--- config.mk ---
export PLATFORM = sky130hd
export DESIGN_NAME = lsu_mem_initiator
export DESIGN_NICKNAME = d
export VERILOG_FILES = /design/src/rtl/lsu_mem_initiator.sv
export SDC_FILE = /design/constraint.sdc
export NUM_CORES = 1
export LEC_CHECK = 0
export CAP_MARGIN = 10
export CORE_ASPECT_RATIO = 0.6
export CORE_MARGIN = 1
export CORE_UTILIZATION = 35
export CTS_BUF_LIST = sky130_fd_sc_hd__clkbuf_16
export CTS_CLUSTER_SIZE = 20
export DETAILED_ROUTE_END_ITERATION = 8
export PLACE_DENSITY_LB_ADDON = 0.15
export SLEW_MARGIN = 20
export SYNTH_ARGS = -nofsm -noshare
export SYNTH_HDL_FRONTEND = slang
export SYNTH_SLANG_ARGS = --single-unit
export TNS_END_PERCENT = 30
--- constraint.sdc ---
create_clock -name clk -period 1.8 [get_ports clk]
set_input_delay 0.18 -clock clk [delete_from_list [all_inputs] [get_ports clk]]
set_output_delay 0.18 -clock clk [all_outputs]
set_load 0.1 [all_outputs]
--- src/rtl/lsu_mem_initiator.sv ---
// Load/store initiator between the execute stage and a byte-enabled synchronous data memory port.
// Define LSU_MISALIGN_SPLIT_EN to turn misaligned halfword/word accesses into byte sequences.
module lsu_mem_initiator #(
    parameter int unsigned RD_LAT = 1
) (
    input  logic        clk,
    input  logic        rst_n,
    input  logic        req_valid,
    output logic        req_ready,
    input  logic [31:0] req_addr,
    input  logic [31:0] req_wdata,
    input  logic [2:0]  req_memop,
    input  logic        req_we,
    output logic        resp_valid,
    output logic [31:0] resp_rdata,
    output logic        resp_fault,
    output logic [31:0] mem_addr,
    output logic [31:0] mem_wdata,
    output logic [2:0]  mem_memop,
    output logic        mem_we,
    input  logic [31:0] mem_rdata,
    output logic [1:0]  dbg_state
);
    typedef enum logic [1:0] {S_IDLE, S_ISSUE, S_WAIT, S_RESP} state_t;
    localparam logic [1:0] LAT_LAST = 2'(RD_LAT - 1);

    state_t      r_state, w_state_nxt;
    logic        r_we, r_mem_we, r_fault;
    logic [1:0]  r_lat_cnt;
    logic [2:0]  r_mem_memop;
    logic [31:0] r_mem_addr, r_mem_wdata, r_rdata;
    logic        w_legal, w_mis, w_fault, w_lat_done, w_more, w_next_byte, w_iss_we;
    logic [2:0]  w_iss_memop;
    logic [31:0] w_iss_addr, w_iss_wdata, w_resp_rdata;
`ifdef LSU_MISALIGN_SPLIT_EN
    logic        r_split, r_zext;
    logic [1:0]  r_idx, r_last, w_iss_idx;
    logic [7:0]  w_wbyte;
    logic [31:0] r_addr, r_wdata, r_asm, w_asm_nxt, w_split_val;
`endif

    // A request transfers when req_valid && req_ready; req_ready is high only in IDLE,
    // and resp_valid is a single-cycle pulse the consumer must take (no backpressure).
    assign req_ready  = (r_state == S_IDLE);
    assign resp_valid = (r_state == S_RESP);
    assign resp_rdata = r_rdata;
    assign resp_fault = r_fault;
    assign mem_addr   = r_mem_addr;
    assign mem_wdata  = r_mem_wdata;
    assign mem_memop  = r_mem_memop;
    assign mem_we     = r_mem_we;
    assign dbg_state  = r_state;

    always_comb begin
        case (req_memop)
            3'b000, 3'b001, 3'b010, 3'b100, 3'b101: w_legal = 1'b1;
            default:                                w_legal = 1'b0;
        endcase
        w_mis = ((req_memop[1:0] == 2'b01) && req_addr[0]) ||
                ((req_memop[1:0] == 2'b10) && (req_addr[1:0] != 2'b00));
`ifdef LSU_MISALIGN_SPLIT_EN
        w_fault = ~w_legal;
        w_more  = r_split && (r_idx != r_last);
`else
        w_fault = ~w_legal | w_mis;
        w_more  = 1'b0;
`endif
        w_lat_done  = (r_lat_cnt == LAT_LAST);
        w_next_byte = w_more && (((r_state == S_ISSUE) && r_we) ||
                                 ((r_state == S_WAIT) && w_lat_done));
    end

    always_comb begin
        w_state_nxt = r_state;
        case (r_state)
            S_IDLE:  if (req_valid) w_state_nxt = w_fault ? S_RESP : S_ISSUE;
            S_ISSUE: if (!r_we) w_state_nxt = S_WAIT;
                     else if (!w_more) w_state_nxt = S_RESP;
            S_WAIT:  if (w_lat_done) w_state_nxt = w_more ? S_ISSUE : S_RESP;
            S_RESP:  w_state_nxt = S_IDLE;
            default: w_state_nxt = S_IDLE;
        endcase
    end

    // Memory-port values for the access starting next cycle, plus the load result.
    always_comb begin
        w_iss_addr   = req_addr;
        w_iss_wdata  = req_wdata;
        w_iss_memop  = req_memop;
        w_iss_we     = (r_state == S_IDLE) ? req_we : r_we;
        w_resp_rdata = (r_state == S_WAIT) ? mem_rdata : 32'd0;
`ifdef LSU_MISALIGN_SPLIT_EN
        w_iss_idx = (r_state == S_IDLE) ? 2'd0 : r_idx + 2'd1;
        case (w_iss_idx)
            2'd0:    w_wbyte = r_wdata[7:0];
            2'd1:    w_wbyte = r_wdata[15:8];
            2'd2:    w_wbyte = r_wdata[23:16];
            default: w_wbyte = r_wdata[31:24];
        endcase
        if (r_state != S_IDLE) begin
            w_iss_addr  = r_addr + {30'd0, w_iss_idx};
            w_iss_wdata = {24'd0, w_wbyte};
            w_iss_memop = 3'b100;
        end else if (w_legal && w_mis) begin
            w_iss_wdata = {24'd0, req_wdata[7:0]};
            w_iss_memop = 3'b100;
        end
        w_asm_nxt = r_asm;
        w_asm_nxt[{r_idx, 3'b000} +: 8] = mem_rdata[7:0];
        if (r_last == 2'd3)
            w_split_val = w_asm_nxt;
        else if (r_zext)
            w_split_val = {16'd0, w_asm_nxt[15:0]};
        else
            w_split_val = {{16{w_asm_nxt[15]}}, w_asm_nxt[15:0]};
        if ((r_state == S_WAIT) && r_split)
            w_resp_rdata = w_split_val;
`endif
    end

    always_ff @(posedge clk or negedge rst_n) begin
        if (!rst_n) begin
            r_state     <= S_IDLE;
            r_we        <= 1'b0;
            r_lat_cnt   <= 2'd0;
            r_mem_addr  <= 32'd0;
            r_mem_wdata <= 32'd0;
            r_mem_memop <= 3'd0;
            r_mem_we    <= 1'b0;
            r_rdata     <= 32'd0;
            r_fault     <= 1'b0;
        end else begin
            r_state <= w_state_nxt;
            if ((r_state == S_IDLE) && req_valid)
                r_we <= req_we;
            r_lat_cnt <= ((r_state == S_WAIT) && !w_lat_done) ? r_lat_cnt + 2'd1 : 2'd0;
            // Address and memop stay put through WAIT: memory dataout is combinational on memop.
            if (w_state_nxt == S_ISSUE) begin
                r_mem_addr  <= w_iss_addr;
                r_mem_wdata <= w_iss_wdata;
                r_mem_memop <= w_iss_memop;
                r_mem_we    <= w_iss_we;
            end else if (w_state_nxt == S_WAIT) begin
                r_mem_we <= 1'b0;
            end else begin
                r_mem_addr  <= 32'd0;
                r_mem_wdata <= 32'd0;
                r_mem_memop <= 3'd0;
                r_mem_we    <= 1'b0;
            end
            r_rdata <= (w_state_nxt == S_RESP) ? w_resp_rdata : 32'd0;
            r_fault <= (w_state_nxt == S_RESP) && (r_state == S_IDLE);
        end
    end

`ifdef LSU_MISALIGN_SPLIT_EN
    always_ff @(posedge clk or negedge rst_n) begin
        if (!rst_n) begin
            r_split <= 1'b0;
            r_zext  <= 1'b0;
            r_idx   <= 2'd0;
            r_last  <= 2'd0;
            r_addr  <= 32'd0;
            r_wdata <= 32'd0;
            r_asm   <= 32'd0;
        end else if ((r_state == S_IDLE) && req_valid) begin
            r_split <= w_legal & w_mis;
            r_zext  <= req_memop[2];
            r_idx   <= 2'd0;
            r_last  <= req_memop[1] ? 2'd3 : 2'd1;
            r_addr  <= req_addr;
            r_wdata <= req_wdata;
            r_asm   <= 32'd0;
        end else begin
            if (w_next_byte)
                r_idx <= r_idx + 2'd1;
            if ((r_state == S_WAIT) && w_lat_done)
                r_asm <= w_asm_nxt;
        end
    end
`endif
endmodule
# [Yosys cells after proc, flatten, opt, wreduce, memory -nomap -nowiden]
# Index checks and enable logic that the tools add are counted.
[op_classes] shift=0 magnitude_cmp=0 add_sub_neg=1 muxes=16 n_reduce_logical=12 mul=0 n_eq_ne=13 n_div=0 n_bitwise=2
[op_table] operator="$mux 32" n=5
[op_table] operator="$eq 2x2->1 const B" n=5
[op_table] operator="$mux 2" n=4
[op_table] operator="$pmux 2 s4" n=1
[op_table] operator="$eq 2x1->1 const B" n=3
[op_table] operator="$eq 3x3->1 const B" n=2
[op_table] operator="$mux 3" n=2
[op_table] operator="$logic_and 1x1->1" n=5
[op_table] operator="$reduce_or 5->1" n=1
[op_table] operator="$logic_not 2->1" n=2
[op_table] operator="$mux 1" n=4
[op_table] operator="$eq 3x1->1 const B" n=1
[op_table] operator="$eq 3x2->1 const B" n=1
[op_table] operator="$logic_not 3->1" n=1
[op_table] operator="$add 2x1->2 const B" n=1
[op_table] operator="$ne 2x2->1 const B" n=1
[op_table] operator="$reduce_bool 2->1" n=1
[op_table] operator="$logic_not 1->1" n=1
[op_table] operator="$logic_or 1x1->1" n=1
[op_table] operator="$not 1->1" n=1
[op_table] operator="$or 1x1->1" n=1
[word_totals] elab_cells=53 rom_bits=0 inputBits=103 mem_bits_rw=0 latchBits=0 output_inout_bits=105 memories=0 reg_bits=106

# [Depth between registers and ports, before layout]
# Gate-level depths: netlist of the first run.
[logic_depth] ltp_word=11 mapped_depth=11 depth_no_buf=7

# [Worst setup path before layout of the first run]
# No wires, ideal clock.
[synth_path] path_type="reg-to-reg" startpoint="register r_state[0], in the netlist dbg_state[0]" endpoint="register r_mem_addr[0], in the netlist mem_addr[0]" path_buffers=3 setup_ns=0.123 t_required_ns=1.677 synth_period_minus_slack_ns=3.265 slack_ns=-1.465 arrival_ns=3.142 path_stages_with_launch=10 path_cell_list="dfrtp_1 inv_1 ha_1 buf_4 and3b_1 a21oi_1 a21oi_2 buf_4 buf_2 a22o_1"
[synth_between] elab_chain_cells=4 elab_cells_between_ends=11 cone_classes="eq/ne (6); mux (4); reduce/logical (1)"
[synth_rtl] item="start, declared" line="27" rtl="state_t r_state, w_state_nxt;"
[synth_rtl] item="start signal, assigned" line="133" rtl="r_state <= w_state_nxt;"
[synth_rtl] item="$logic_not 2->1 (*)"
[synth_rtl] item="named net req_ready" line="9" rtl="output logic req_ready,"
[synth_rtl] item="$pmux 2 s4 (*)" line="75" rtl="case (r_state)"
[synth_rtl] item="$eq 2x1->1 / $eq 2x2->1 (equally long branches)" line="138, 143"
[synth_rtl] item="$ne 2x2->1 (no source line) / $mux 32 (equally long branches)"
[synth_rtl] item="end signal, assigned" line="139" rtl="r_mem_addr <= w_iss_addr;"
[synth_rtl] item="end, declared" line="31" rtl="logic [31:0] r_mem_addr, r_mem_wdata, r_rdata;"
# The timed path passes the listed nets; every way through them passes the cells marked *.
# A chain may end at the register's enable or synchronous reset.

# [Worst setup path in the final report of the first run]
[layout_path] startpoint="register r_state[0], in the netlist dbg_state[0]" endpoint="register r_mem_wdata[30], in the netlist mem_wdata[30]"
[layout_between] elab_chain_cells=4 elab_cells_between_ends=11 cone_classes="eq/ne (6); mux (4); reduce/logical (1)"
[layout_rtl] item="$eq 2x2->1 (tied with other cells)" line="75"
[layout_rtl] item="$pmux 2 s4 (*)" line="75"
[layout_rtl] item="$eq 2x1->1 / $eq 2x2->1 (equally long branches)" line="138, 143"
[layout_rtl] item="$ne 2x2->1 (no source line) / $mux 32 (equally long branches)"
[layout_rtl] item="end signal, assigned" line="140" rtl="r_mem_wdata <= w_iss_wdata;"
[layout_rtl] item="end, declared" line="31"
# Mark *: on every way between the ends. The rest lies on a longest branch, timed or not.

==> results of run 1 <==
-- registers in the layout, indices dropped and copies added, names as in the netlist --
register and count:
mem_memop 3, r_lat_cnt 2, r_we 1, resp_fault 1, mem_wdata 32, resp_rdata 32, dbg_state 2, mem_addr 32
mem_we 1
-- cells by family (layout without fill, tap and decap cells) --
group | count (synthesis) | count (layout) | synth area share [%]
adders and majority gates | 5 | 5 | 1.65
and+or+nand+nor | 43 | 43 | 6.97
buffers and inverters | 25 | 255 | 3.67
muxes | 2 | 2 | 0.562
AOI/OAI and AO/OA | 74 | 74 | 17.1
DFF | 106 | 106 | 70.0
-- worst max-delay path by stage --
| stage | startpoint | to | slack, ps | cells after the start |
|---|---|---|---|---|
| 2_1_floorplan | dbg_state[1] | mem_addr[0] | -490 | 10 |
| 3_3_place_gp | req_valid | mem_addr[2] | -190 | 7 |
| 3_5_place_dp | req_memop[2] | mem_wdata[6] | -220 | 7 |
| 4_1_cts | dbg_state[1] | mem_wdata[6] | -40 | 9 |
| 5_1_grt | dbg_state[0] | mem_wdata[30] | -140 | 8 |
| 6_report | dbg_state[0] | mem_wdata[30] | -60 | 8 |
-- cell usage after synthesis, types with 2 or more instances --
cell type / n / area share, %
dfrtp_1: 106 / 70
a22o_1: 67 / 15
and2_1: 32 / 5.3
clkbuf_1: 7 / 0.69
buf_2: 6 / 0.79
ha_1: 5 / 1.7
inv_1: 5 / 0.50
buf_6: 4 / 1.2
and3_1: 2 / 0.33
buf_4: 2 / 0.40
nand2_1: 2 / 0.20
nor2b_1: 2 / 0.33
-- final cells by class --
cell class                 count  area (sq um)  share of cell area (%)
sequential                   106          2660                    41.3
clock inverter                 7          95.1                    1.48
timing repair buffer         233          2200                    34.2
inverter                       6          27.5                   0.428
multi-input combinational    124          1060                    16.5
clock buffer                   9           225                    3.50
tap                          135           169                    2.62
-- layer usage --
metal / wire [um] / share of wire (%)
met1: 4910 / 46
met2: 4850 / 46
met3: 763 / 7.2
met4: 110 / 1.0
met5: 0 / 0
-- stage by stage --
step	utilization, %	TNS (ps)	area [sq um]	cells	setup WS (ps)
after floorplan	-	-46330	3840	255	-495
after global placement	58.2	-15270	5930	595	-186
after detailed placement	58.2	-17290	5930	595	-219
after CTS	62.7	-1670	6390	618	-37.2
after global routing	63.2	-9230	6440	620	-141
final	63.2	-2660	6440	620	-57.9
-- what timing repair did --
action	in CTS	in global routing
hold buffers	1	0
pin swaps	1	4
endpoints found under the hold margin	38	0
resized for setup	10	4
gates cloned	2	2
setup buffers	4	1
endpoints found under the setup margin	99	100
==> flow_summary.yaml, run 1 <==
layout:
  area_delta_synth_final_pct: 70.0
  final_common_cell: "buf_4"
  finalNetCount: 588
  num_antenna_cells: 0
  n_fill_cell: 751
  layout_common_cells: "116 x buf_4, 104 x dfrtp_1, 101 x clkdlybuf4s50_1"
  drive_above_1_share_pct: 33.2
hold_path:
  hold_path.class: "primary input to asynchronous set/reset pin"
worst_setup_path:
  crit_chain: "inv_4 > ha_4 > and3b_1 > a21oi_4 > and3_4 > buf_8 > clkbuf_16 > a22o_1"
  reg2reg_to: "mem_wdata[30]"
  slowest_delay_ps: 510
  start_kind: "flop"
  crit_arrival_ps: 2140
  cp_slowest_cell: "dfrtp_4"
  setup.worst_path.class: "flop to flop"
  r2r_start: "dbg_state[0]"
  required_ps: 2080
  reg2reg_slack_ps: -60
  end_kind: "flop"
  worstPathMaxFanout: 6
  path_delay_family: "flip-flops"
  r2r_cells: 8
  path_buf_inv: 3
grt:
  grt_util_met2_pct: 28.9
  grt.overflow.total: 0
  grtUsageMet3_pct: 5.80
  grt_pass1_wl_um: 15900
  grt_busiest_layer: "met2"
  antenna_found_initial: 0
  grt_max_degree: 48
  grt_pass1_vias: 2911
  use_met1_pct: 25.6
  grt_use_total_pct: 18.8
timing:
  worst_pin_slew_ps: 534
  post-route-period-util_pct: 103
  slew-limit-headroom_pct: 64.4
  whs_ps: 358
  skew_ps: 8.18
  setup_ws_ps: -57.9
  clock.fmax_ghz: 0.538
  hold_viol: 0
  final_max_slew_viol_count: 0
  fin_crit_ps: 1860
  rsz0062_at_grt: "yes"
  setup-violations-final: 99
floorplanning:
  die_width_um: 136
  initial_core_util_pct: 37.2
  die_height_um: 82.6
  rows: 28
  dieArea_sq_um: 11300
  core_sq_um: 10200
  ios: 208
yosys:
  ys_ff_latch: 106
  synth_edf_count: 0
  synth_area_sq_um: 3790
  synth_flop_cell: "dfrtp_1"
  ys_types: 27
  yosysWarningCount: 0
  yosysSeqAreaShare_pct: 70.0
  syn-num-nets: 363
  postSynthAreaPerCell_sq_um: 14.9
  netlist_instances: 255
  synthArstFlopShare_pct: 100
clocking:
  clk_pin_slew_ps: 70
  cts_root_buf: "clkbuf_16"
  htree_num_levels: 3
  clock_latency_ps: 340
  clockBufferDepth: 2
  cts_sinks: 106
  cts_made_buffers: 9
  cts_tree: "yes"
drt:
  wire_per_inst_um: 17.2
  wl_um: 10600
  ant_nets: 0
  drt_iter0_drc: 131
  viasPerCell: 4.73
  drc: 0
  first_pass_iters: 4
  num_vias: 2932
job:
  maxCapViolCount: 0
placed_design:
  gp_congestion: 0.809
  dp_hpwl_um: 7160
  portBuffers: 207
status:
  violations: "negative setup slack"
  status: "finished, violations left"
Power of run 1 is left out: the tool's default activity adds up to more than one toggle a clock period on the data nets, which glitch-free logic cannot reach.
==> run 2: changes to the inputs <==
- PLACE_DENSITY: default -> 0.76
- PLACE_DENSITY_LB_ADDON: 0.15 -> default
==> flow_summary.yaml, run 2 (synthesis results as in run 1) <==
drt:
  drt_iter0_drc: 80
  wire_per_inst_um: 17.2
  drc: 0
  viasPerCell: 4.80
  wl_um: 10800
  ant_nets: 0
  first_pass_iters: 4
  num_vias: 2993
placed_design:
  gp_congestion: 0.763
  portBuffers: 207
  dp_hpwl_um: 7370
  pre_cts_ws_ps: -215
  place_area_sq_um: 5970
clocking:
  cts_tree: "yes"
  cts_sinks: 106
  cts_root_buf: "clkbuf_16"
  clock_latency_ps: 330
  cts_made_buffers: 9
  clk_pin_slew_ps: 70
  htree_num_levels: 3
  clockBufferDepth: 2
worst_setup_path:
  required_ps: 2020
  path_delay_family: "compound AO/OA/AOI/OAI gates"
  startpoint: "dbg_state[0]"
  r2r_start: "dbg_state[0]"
  r2r_cells: 8
  setup.worst_path.class: "flop to flop"
  reg2reg_to: "mem_wdata[27]"
  slowest_delay_ps: 510
  crit_end: "mem_wdata[27]"
  worstPathMaxFanout: 25
  crit_chain: "inv_4 > ha_4 > and3b_2 > a21oi_4 > a21oi_4 > buf_12 > buf_12 > a22o_1"
  crit_cells: 8
  cp_slowest_cell: "dfrtp_4"
  start_kind: "flop"
  reg2reg_slack_ps: -120
  path_buf_inv: 3
  end_kind: "flop"
  crit_arrival_ps: 2140
timing:
  worst_pin_slew_ps: 587
  slew-limit-headroom_pct: 60.9
  skew_ps: 3.36
  rsz0062_at_grt: "yes"
  setup_ws_ps: -120
  finalSetupTns_ps: -6940
  fin_crit_ps: 1920
  clock.fmax_ghz: 0.521
  post-route-period-util_pct: 107
  final_max_slew_viol_count: 0
  setup-violations-final: 99
  hold_viol: 0
layout:
  area_delta_synth_final_pct: 71.6
  final_common_cell: "buf_4"
  multiInputGateArea_sq_um: 1060
  drive_above_1_share_pct: 33.9
  register_area_sq_um: 2660
  finalNetCount: 594
  design_area_sq_um: 6500
  layout_common_cells: "118 x buf_4, 104 x dfrtp_1, 101 x clkdlybuf4s50_1"
  n_fill_cell: 781
  post-route-util_pct: 63.7
  num_antenna_cells: 0
floorplanning:
  dieArea_sq_um: 11300
  die_width_um: 136
  core_sq_um: 10200
  die_height_um: 82.6
  initial_core_util_pct: 37.2
  rows: 28
  ios: 208
grt:
  grt_util_met2_pct: 30.2
  grtUsageMet3_pct: 7.75
  antenna_found_initial: 0
  grt_pass1_wl_um: 15900
  grt_max_degree: 46
  grt_pass1_vias: 3073
  grt_busiest_layer: "met2"
  grt.overflow.total: 0
  grt_use_total_pct: 18.6
  use_met1_pct: 23.4
hold_path:
  hold_path.class: "primary input to flop"
status:
  violations: "negative setup slack"
  status: "finished, violations left"
job:
  maxCapViolCount: 0
[run 2: metal layers]
layer | part of all wire, % | wire (um)
met5 | 0 | 0
met4 | 0.69 | 74
met3 | 9.8 | 1050
met1 | 44 | 4690
met2 | 46 | 4950
[run 2: final cells by class]
| type | count | share of cell area [%] |
|---|---|---|
| repair buffers | 239 | 35.3 |
| clock inverters | 5 | 0.886 |
| inverters | 6 | 0.424 |
| flip-flops and latches | 106 | 40.9 |
| multi-input cells | 124 | 16.3 |
| well taps | 135 | 2.60 |
| clock buffers | 9 | 3.47 |
[run 2: repair_timing]
item,CTS,global route
endpoints found under the setup margin,100,100
gates resized for setup,5,7
pin swaps,1,52
hold endpoints to repair,42,0
gates cloned,2,4
hold buffers,1,0
setup buffers,4,1
[run 2: per-stage QoR]
stage / instances / hold WS (ps)
after floorplan: 255 / -116
after global placement: 599 / 215
after detailed placement: 599 / 225
after CTS: 620 / 383
after global routing: 624 / 384
final: 624 / 395
[run 2: how the worst min path moves through the flow]
stage / slack [ps] / cells past startpoint / start / endpoint
final: 390 / 2 / mem_rdata[2] / resp_rdata[2]
after global routing: 380 / 2 / mem_rdata[17] / resp_rdata[17]
after CTS: 380 / 2 / mem_rdata[15] / resp_rdata[15]
after detailed placement: 230 / 1 / rst_n / mem_addr[2]
after global placement: 220 / 1 / rst_n / mem_addr[2]
after floorplan: -120 / 0 / rst_n / mem_addr[0]
Power of run 2 is left out for the same reason.
